### src/rtl/tdm_demux_8.sv
// Receive side of the 8-slot TDM link: realigns on the slot-0 sync marker and
// presents each completed frame as a registered parallel bus.
module tdm_demux_8 #(
    parameter int WIDTH = 1,
    parameter int ERR_W = 8
) (
    input  logic                 clk,
    input  logic                 rst,
    input  logic [WIDTH-1:0]     din,
    input  logic                 din_valid,
    input  logic                 frame_sync,
    output logic [8*WIDTH-1:0]   dout,
    output logic                 frame_valid,
    output logic                 locked,
    output logic [2:0]           slot,
    output logic                 sync_err,
    output logic [ERR_W-1:0]     err_cnt
);

    typedef enum logic {HUNT, LOCKED} state_t;

    state_t               state_reg, state_next;
    logic [2:0]           slot_reg, slot_next;
    logic [8*WIDTH-1:0]   shadow_reg, shadow_next;
    logic [8*WIDTH-1:0]   dout_reg;
    logic                 frame_valid_reg;
    logic                 sync_err_reg;
    logic [ERR_W-1:0]     err_cnt_reg;

    logic                 shadow_we;
    logic [2:0]           wr_slot;
    logic                 load_dout;
    logic                 err_next;

    always_ff @(posedge clk or posedge rst) begin
        if (rst) begin
            state_reg <= HUNT;
            slot_reg  <= 3'd0;
        end else begin
            state_reg <= state_next;
            slot_reg  <= slot_next;
        end
    end

    always_comb begin
        state_next = state_reg;
        slot_next  = slot_reg;
        shadow_we  = 1'b0;
        wr_slot    = slot_reg;
        load_dout  = 1'b0;
        err_next   = 1'b0;
        if (din_valid) begin
            case (state_reg)
                HUNT: begin
                    if (frame_sync) begin
                        shadow_we  = 1'b1;
                        wr_slot    = 3'd0;
                        slot_next  = 3'd1;
                        state_next = LOCKED;
                    end
                end
                LOCKED: begin
                    if (frame_sync) begin
                        // An early sync restarts the frame rather than dropping lock.
                        shadow_we = 1'b1;
                        wr_slot   = 3'd0;
                        slot_next = 3'd1;
                        err_next  = (slot_reg != 3'd0);
                    end else if (slot_reg == 3'd0) begin
                        err_next   = 1'b1;
                        slot_next  = 3'd0;
                        state_next = HUNT;
                    end else begin
                        shadow_we = 1'b1;
                        wr_slot   = slot_reg;
                        slot_next = slot_reg + 3'd1;
                        load_dout = (slot_reg == 3'd7);
                    end
                end
                default: begin
                    state_next = HUNT;
                    slot_next  = 3'd0;
                end
            endcase
        end
    end

    // Per-slot write steering into the shadow frame.
    for (genvar gi = 0; gi < 8; gi++) begin : g_slot
        assign shadow_next[gi*WIDTH +: WIDTH] =
            (shadow_we && (wr_slot == 3'(gi))) ? din : shadow_reg[gi*WIDTH +: WIDTH];
    end

    always_ff @(posedge clk or posedge rst) begin
        if (rst) begin
            shadow_reg      <= '0;
            dout_reg        <= '0;
            frame_valid_reg <= 1'b0;
            sync_err_reg    <= 1'b0;
            err_cnt_reg     <= '0;
        end else begin
            shadow_reg      <= shadow_next;
            frame_valid_reg <= load_dout;
            sync_err_reg    <= err_next;
            if (load_dout) begin
                dout_reg <= {din, shadow_reg[7*WIDTH-1:0]};
            end
            if (err_next && (err_cnt_reg != {ERR_W{1'b1}})) begin
                err_cnt_reg <= err_cnt_reg + 1'b1;
            end
        end
    end

    assign dout        = dout_reg;
    assign frame_valid = frame_valid_reg;
    assign locked      = (state_reg == LOCKED);
    assign slot        = slot_reg;
    assign sync_err    = sync_err_reg;
    assign err_cnt     = err_cnt_reg;

endmodule

### config.mk
export PLATFORM = sky130hd
export DESIGN_NAME = tdm_demux_8
export DESIGN_NICKNAME = d
export VERILOG_FILES = /design/src/rtl/tdm_demux_8.sv
export SDC_FILE = /design/constraint.sdc
export NUM_CORES = 1
export LEC_CHECK = 0
export CAP_MARGIN = 15
export CORE_AREA = 8 8 80 82
export DETAILED_ROUTE_END_ITERATION = 10
export DIE_AREA = 0 0 88 90
export PLACE_DENSITY = 0.43
export RECOVER_POWER = 50
export SYNTH_ARGS = -nofsm -noshare
export SYNTH_HDL_FRONTEND = slang
export SYNTH_SLANG_ARGS = --single-unit
### constraint.sdc
create_clock -name clk -period 2.6 [get_ports clk]
set_clock_uncertainty 0.05 [all_clocks]
set_input_delay 0.26 -clock clk [delete_from_list [all_inputs] [get_ports clk]]
set_output_delay 0.26 -clock clk [all_outputs]
set_load 0.02 [all_outputs]
Yosys cells after proc, flatten, opt, wreduce, memory -nomap -nowiden
Cells that the tools add are included.
Storage, ports and cells
  output and inout port bits: 22
  logic and storage cells: 56
  bits of input ports: 5
  bits in registers: 29
Operators by class
  add/sub/neg operators: 2
  equal/unequal tests: 9
  reductions and logical operators: 12
  bitwise logic cells: 1
  mux-type cells: 19
Operator list (count)
  2-to-1 mux 3 bit: 5
  == test 3 bit, second input constant: 4
  2-to-1 mux 1 bit: 12
  adder 8 x 1 -> 8 bit, second input constant: 1
  logical AND 1 bit: 8
  inequality test 8 bit, second input constant: 1
  == test 3 x 2 -> 1 bit, second input constant: 2
  logical NOT 3 bit: 2
  one-hot mux 3 bit (2 select lines): 1
  adder 3 x 1 -> 3 bit, second input constant: 1
  == test 3 x 1 -> 1 bit, second input constant: 1
  nonzero test 3 bit: 1
  inequality test 2 bit, second input constant: 1
  one-hot mux 1 bit (2 select lines): 1
  AND reduction 2 bit: 1
  inverter 1 bit: 1

Logic depth before layout (Yosys ltp)
  depth in word-level cells: 6
  gate-level depth with buffers: 8
  mapped depth without buffers: 8

Worst setup path before layout
OpenSTA, ideal clock, no wires.
  kind: register -> register
  start: register slot_reg[0], in the netlist slot[0]
  end: register err_cnt_reg[7], in the netlist err_cnt[7]
  stages on the path, launching flop included: 9
  buffers on the path: 0
  arrival time: 2.232 ns
  clock period less this slack: 2.406 ns
  library setup time: 0.125 ns
  required time: 2.425 ns
  slack: 0.194 ns
  cell sequence: dfrtp_1 inv_1 ha_1 nor2b_1 ha_1 and3b_1 nand4_1 nor3_1 mux2_2
Between the ends
  word-level cells in the longest chain between the ends: 6
  elaborated cells on any way between the ends: 7
  classes of those cells: mux: 4; reduce/logical: 3
Ends and longest elaborated chain
  from (decl): RTL line 23  | logic [2:0] slot_reg, slot_next;
  from (signal assigned): RTL line 41  | slot_reg <= slot_next;
  logical NOT 3 bit: RTL line 69  | end else if (slot_reg == 3'd0) begin
  2-to-1 mux 1 bit: RTL line 69
  2-to-1 mux 1 bit (*): RTL line 63  | if (frame_sync) begin
  2-to-1 mux 1 bit (*): RTL line 53  | case (state_reg)
  2-to-1 mux 1 bit (*): RTL line 52  | if (din_valid) begin
  named net err_next: RTL line 33  | logic err_next;
  logical AND 1 bit (*): RTL line 108  | if (err_next && (err_cnt_reg != {ERR_W{1'b1}})) begin
  to (signal assigned): RTL line 109  | err_cnt_reg <= err_cnt_reg + 1'b1;
  to (decl): RTL line 28  | logic [ERR_W-1:0] err_cnt_reg;
The timed path passes the listed nets; every way through them passes the cells marked *.
A chain may end at the register's enable or synchronous reset.

Worst setup path in the final report
Ends and elaborated chain as after synthesis.

==> results.rst <==
.. list-table::
   :header-rows: 1

   * - Metric
     - Value
   * - Pre-CTS setup slack
     - approximately 250 ps
   * - Largest driver fanout on the critical path
     - 4
   * - Fin. max-slew vios
     - 30
   * - Number of vias per cell after detailed routing
     - 4.45
   * - Capturing element of the worst setup path
     - err_cnt[7]$_DFFE_PP0P_
   * - Global-route wire length before repair
     - a little over 5 mm
   * - Synth unique cells
     - 29
   * - Slew headroom
     - -0.0543
   * - Worst hold path depth
     - 1
   * - Total standard cell area after synthesis
     - 0.00137 sq mm
   * - Clk pwr share
     - 0.296
   * - Share of the synthesized area in the top cell type
     - 0.529
   * - Deepest level of the CTS H-tree
     - 2
   * - Total net switching power
     - roughly 510 uW
   * - Floorplan die width
     - roughly 88 um
   * - Worst setup EP type
     - flop
   * - Setup CP Type
     - flop to flop
   * - Buffers from clock root to sink, at most
     - 2
   * - Stages on worst setup path
     - 8
   * - Top cells by area in the synthesized netlist
     - sky130_fd_sc_hd__dfrtp_1 (53%), sky130_fd_sc_hd__mux2_2 (14%), sky130_fd_sc_hd__ha_1 (4.6%)
   * - Number of antenna cells inserted
     - 0
   * - Final setup vio count
     - 0
   * - Antenna violations before repair
     - 0
   * - Total wire length after detailed routing
     - ~3 mm
   * - Placer's final routability congestion estimate
     - between 0.8 and 0.9
   * - Antenna viol nets, final
     - 0
   * - Die Area
     - between 0.007 and 0.008 sq mm
   * - Worst-case setup margin in the final layout
     - approximately 290 ps
   * - Count of yosys warnings during synthesis
     - 0
   * - Standard-cell row count
     - 27
   * - Count of buffers inserted at the top-level ports
     - 26
   * - Maximum number of pins on one net before global-route repair
     - 30
   * - Sum of negative setup slack
     - 0 ps
   * - Cell with the largest stage delay on the worst path
     - sky130_fd_sc_hd__dfrtp_1
   * - Crit path max-delay family
     - simple AND/OR/NAND/NOR gates
   * - Minimum clock period after layout
     - approximately 2300 ps
   * - DRC violation count after routing
     - 0
   * - Reg-to-Reg End
     - err_cnt[7]$_DFFE_PP0P_
   * - Ratio of total power to cell area
     - 884 mW/mm^2
   * - Most used cells in the layout excluding fill and tap cells
     - sky130_fd_sc_hd__dfrtp_1 (29), sky130_fd_sc_hd__mux2_2 (17), sky130_fd_sc_hd__clkdlybuf4s50_1 (17)
   * - Count of hold-fix buffers inserted at cts
     - 0
   * - F_max
     - 432 MHz
   * - Drt wl/cell
     - between 10 and 15 um
   * - Gate count after technology mapping
     - around 110
   * - Arrival time at the worst endpoint
     - around 2400 ps
   * - Final #Nets
     - ~160
   * - DRC violation total after the first TritonRoute iteration
     - 28
   * - Reg clk slew, reported paths
     - 60 ps
   * - Clock Sink Count
     - 29
   * - Sequential share of the synthesized area
     - 0.529
   * - Fraction of layout instances using a drive strength above 1
     - 0.201
   * - Number of global-route vias before repair
     - 1042
   * - Starting utilization of the core area
     - 0.262
   * - Violated checks
     - capacitance limit, slew limit
   * - R2r worst-path depth
     - 8
   * - Yosys reg bits
     - 29
   * - Total routing usage reported by global routing
     - 0.0834
   * - Most common library cell in the layout ignoring fill and taps
     - sky130_fd_sc_hd__dfrtp_1
   * - Proportion of power drawn by flip-flops and latches
     - 0.405
   * - First drt pass iteration count
     - 4
   * - TritonCTS clock tree
     - done
   * - Clock buffers created by TritonCTS
     - 5
   * - Via Count
     - about 980
   * - Per-instance average area after synthesis
     - between 10 and 15 sq um
   * - Switching fraction of total power
     - 0.316
   * - Max-cap violation count
     - 1
   * - Top-Level Pins
     - 27
   * - Worst path most repeated cell
     - sky130_fd_sc_hd__ha_1
   * - Buffer type at the clock tree root
     - sky130_fd_sc_hd__clkbuf_8
   * - Cell type with the highest aggregate area in the netlist
     - sky130_fd_sc_hd__dfrtp_1
   * - Total leakage power
     - 0.000878 uW
   * - Source of the worst register-to-register timing path
     - slot[0]$_DFFE_PP0P_
   * - GRT overflow
     - 0
   * - Utilization of the core after routing
     - 0.352
   * - Worst slack on hold paths
     - about 430 ps
   * - Max VDD drop
     - 599 uV
   * - Final HPWL from detailed placement
     - approximately 2.2 mm
   * - Internal
     - between 1000 and 1500 uW
   * - Ordered cell list for the critical path
     - inv_1 -> ha_1 -> nor2b_2 -> ha_1 -> and3b_1 -> nand4_1 -> nor3_1 -> mux2_2
   * - Class of the worst hold path
     - flop to flop
   * - Area added between synthesis and finish
     - 34.4%
   * - Core Area
     - around 0.0052 sq mm
   * - Slack of the worst reg-to-reg path
     - ~290 ps
   * - Final Hold Vio Count
     - 0
   * - Height of the die
     - ~90 um
   * - Worst setup startpoint
     - slot[0]$_DFFE_PP0P_
   * - Combinational fraction of design power
     - 0.299
   * - Skew-Pair Late Insertion Delay
     - roughly 280 ps
   * - Data required time at the worst endpoint
     - between 2000 and 3000 ps
   * - Period Utilization, post-route
     - 0.890
   * - Status
     - finished, violations left
   * - Unrepaired setup endpoints after global routing
     - false
   * - Number of buffers and inverters on the critical path
     - 1
   * - Critical Path Start Type
     - flop
   * - Largest stage delay on the critical path
     - 370 ps
   * - Total nets after synthesis
     - roughly 120
   * - Transition at the pin with the smallest max-transition slack
     - 1580 ps
==> cell usage after synthesis <==
cell type / count
sky130_fd_sc_hd__nor2b_1: 2
sky130_fd_sc_hd__nor2_1: 1
sky130_fd_sc_hd__mux2_1: 2
sky130_fd_sc_hd__nand2_1: 12
sky130_fd_sc_hd__nand4_1: 3
sky130_fd_sc_hd__o211ai_1: 1
sky130_fd_sc_hd__nor4_1: 1
sky130_fd_sc_hd__o21ai_0: 6
sky130_fd_sc_hd__dfrtp_1: 29
sky130_fd_sc_hd__o22ai_1: 1
sky130_fd_sc_hd__mux2_2: 17
sky130_fd_sc_hd__nand3_1: 2
sky130_fd_sc_hd__xnor2_1: 3
sky130_fd_sc_hd__nand2b_1: 2
sky130_fd_sc_hd__and3b_2: 1
sky130_fd_sc_hd__inv_1: 7
sky130_fd_sc_hd__nor3_1: 4
sky130_fd_sc_hd__o21ai_1: 1
sky130_fd_sc_hd__and3_1: 1
sky130_fd_sc_hd__a22oi_1: 1
sky130_fd_sc_hd__nand3b_4: 2
sky130_fd_sc_hd__o211a_1: 1
sky130_fd_sc_hd__buf_4: 1
sky130_fd_sc_hd__a21oi_1: 2
sky130_fd_sc_hd__nor4b_4: 1
sky130_fd_sc_hd__ha_1: 5
sky130_fd_sc_hd__a22o_1: 1
sky130_fd_sc_hd__and3b_1: 1
sky130_fd_sc_hd__o21bai_1: 1
==> how the worst min path moves through the flow <==
stage / endpoint / from / slack, ps
CTS: dout[1]$_DFFE_PP0P_ / rst / 320
global route: shadow_reg[0]$_DFFE_PP0P_ / shadow_reg[0]$_DFFE_PP0P_ / 460
global placement: shadow_reg[5]$_DFFE_PP0P_ / shadow_reg[5]$_DFFE_PP0P_ / 420
detailed placement: shadow_reg[5]$_DFFE_PP0P_ / shadow_reg[5]$_DFFE_PP0P_ / 430
floorplan: dout[0]$_DFFE_PP0P_ / rst / 290
finish: shadow_reg[5]$_DFFE_PP0P_ / shadow_reg[5]$_DFFE_PP0P_ / 430
==> timing repair <==
item                                    in CTS  in global routing
resized for setup                            0                  1
endpoints found under the setup margin       0                  1
buffers inserted                             0                  0
endpoints found under the hold margin        0                  0
==> final cells by class <==
cell class                      count  area [sq um]
Clock buffer                        7          86.3
Clock inverter                      1          30.0
Fill cell                         533          3390
Inverter                            7          26.3
Multi-Input combinational cell     75           603
Sequential cell                    29           726
Tap cell                           72          90.1
Timing Repair Buffer               30           283
==> per-stage QoR <==
step | instance area, sq um | cells | power (uW)
finish | 1840 | 221 | 1630
global route | 1840 | 221 | 1750
CTS | 1860 | 221 | 1670
detailed placement | 1750 | 213 | 1180
global placement | 1750 | 213 | 1170
floorplan | 1370 | 112 | 946
==> worst reg2reg max path: stages (launching register included) <==
cell                      delay [ps]
sky130_fd_sc_hd__dfrtp_1         370
sky130_fd_sc_hd__inv_1           140
sky130_fd_sc_hd__ha_1            200
sky130_fd_sc_hd__nor2b_2         180
sky130_fd_sc_hd__ha_1            250
sky130_fd_sc_hd__and3b_1         280
sky130_fd_sc_hd__nand4_1         160
sky130_fd_sc_hd__nor3_1          190
sky130_fd_sc_hd__mux2_2          360
==> metal layers <==
layer,global-route usage,vias to the layer above,wire (um)
met5,0,-,0
met4,0.0258,0,44
met3,0.0491,7,307
met2,0.125,33,1370
met1,0.0962,472,1230
li1,-,471,-
==> logic make-up (layout without fill, tap and decap cells) <==
logic type / after synthesis / count (layout) / synth area share
fa+ha+maj: 5 / 5 / 0.0456
xor+xnor: 3 / 3 / 0.0191
simple gates: 33 / 33 / 0.159
compound gates: 15 / 15 / 0.0675
buf+inv: 8 / 45 / 0.0246
flops: 29 / 29 / 0.529
mux: 19 / 19 / 0.156
==> power by group through the flow <==
stage	Clock (uW)	Sequential, uW	Combinational, uW
floorplan	0	737	208
global placement	0	669	506
detailed placement	0	669	508
CTS	498	663	508
global route	533	680	536
finish	483	661	487
Power figures use the tool's default switching activity.
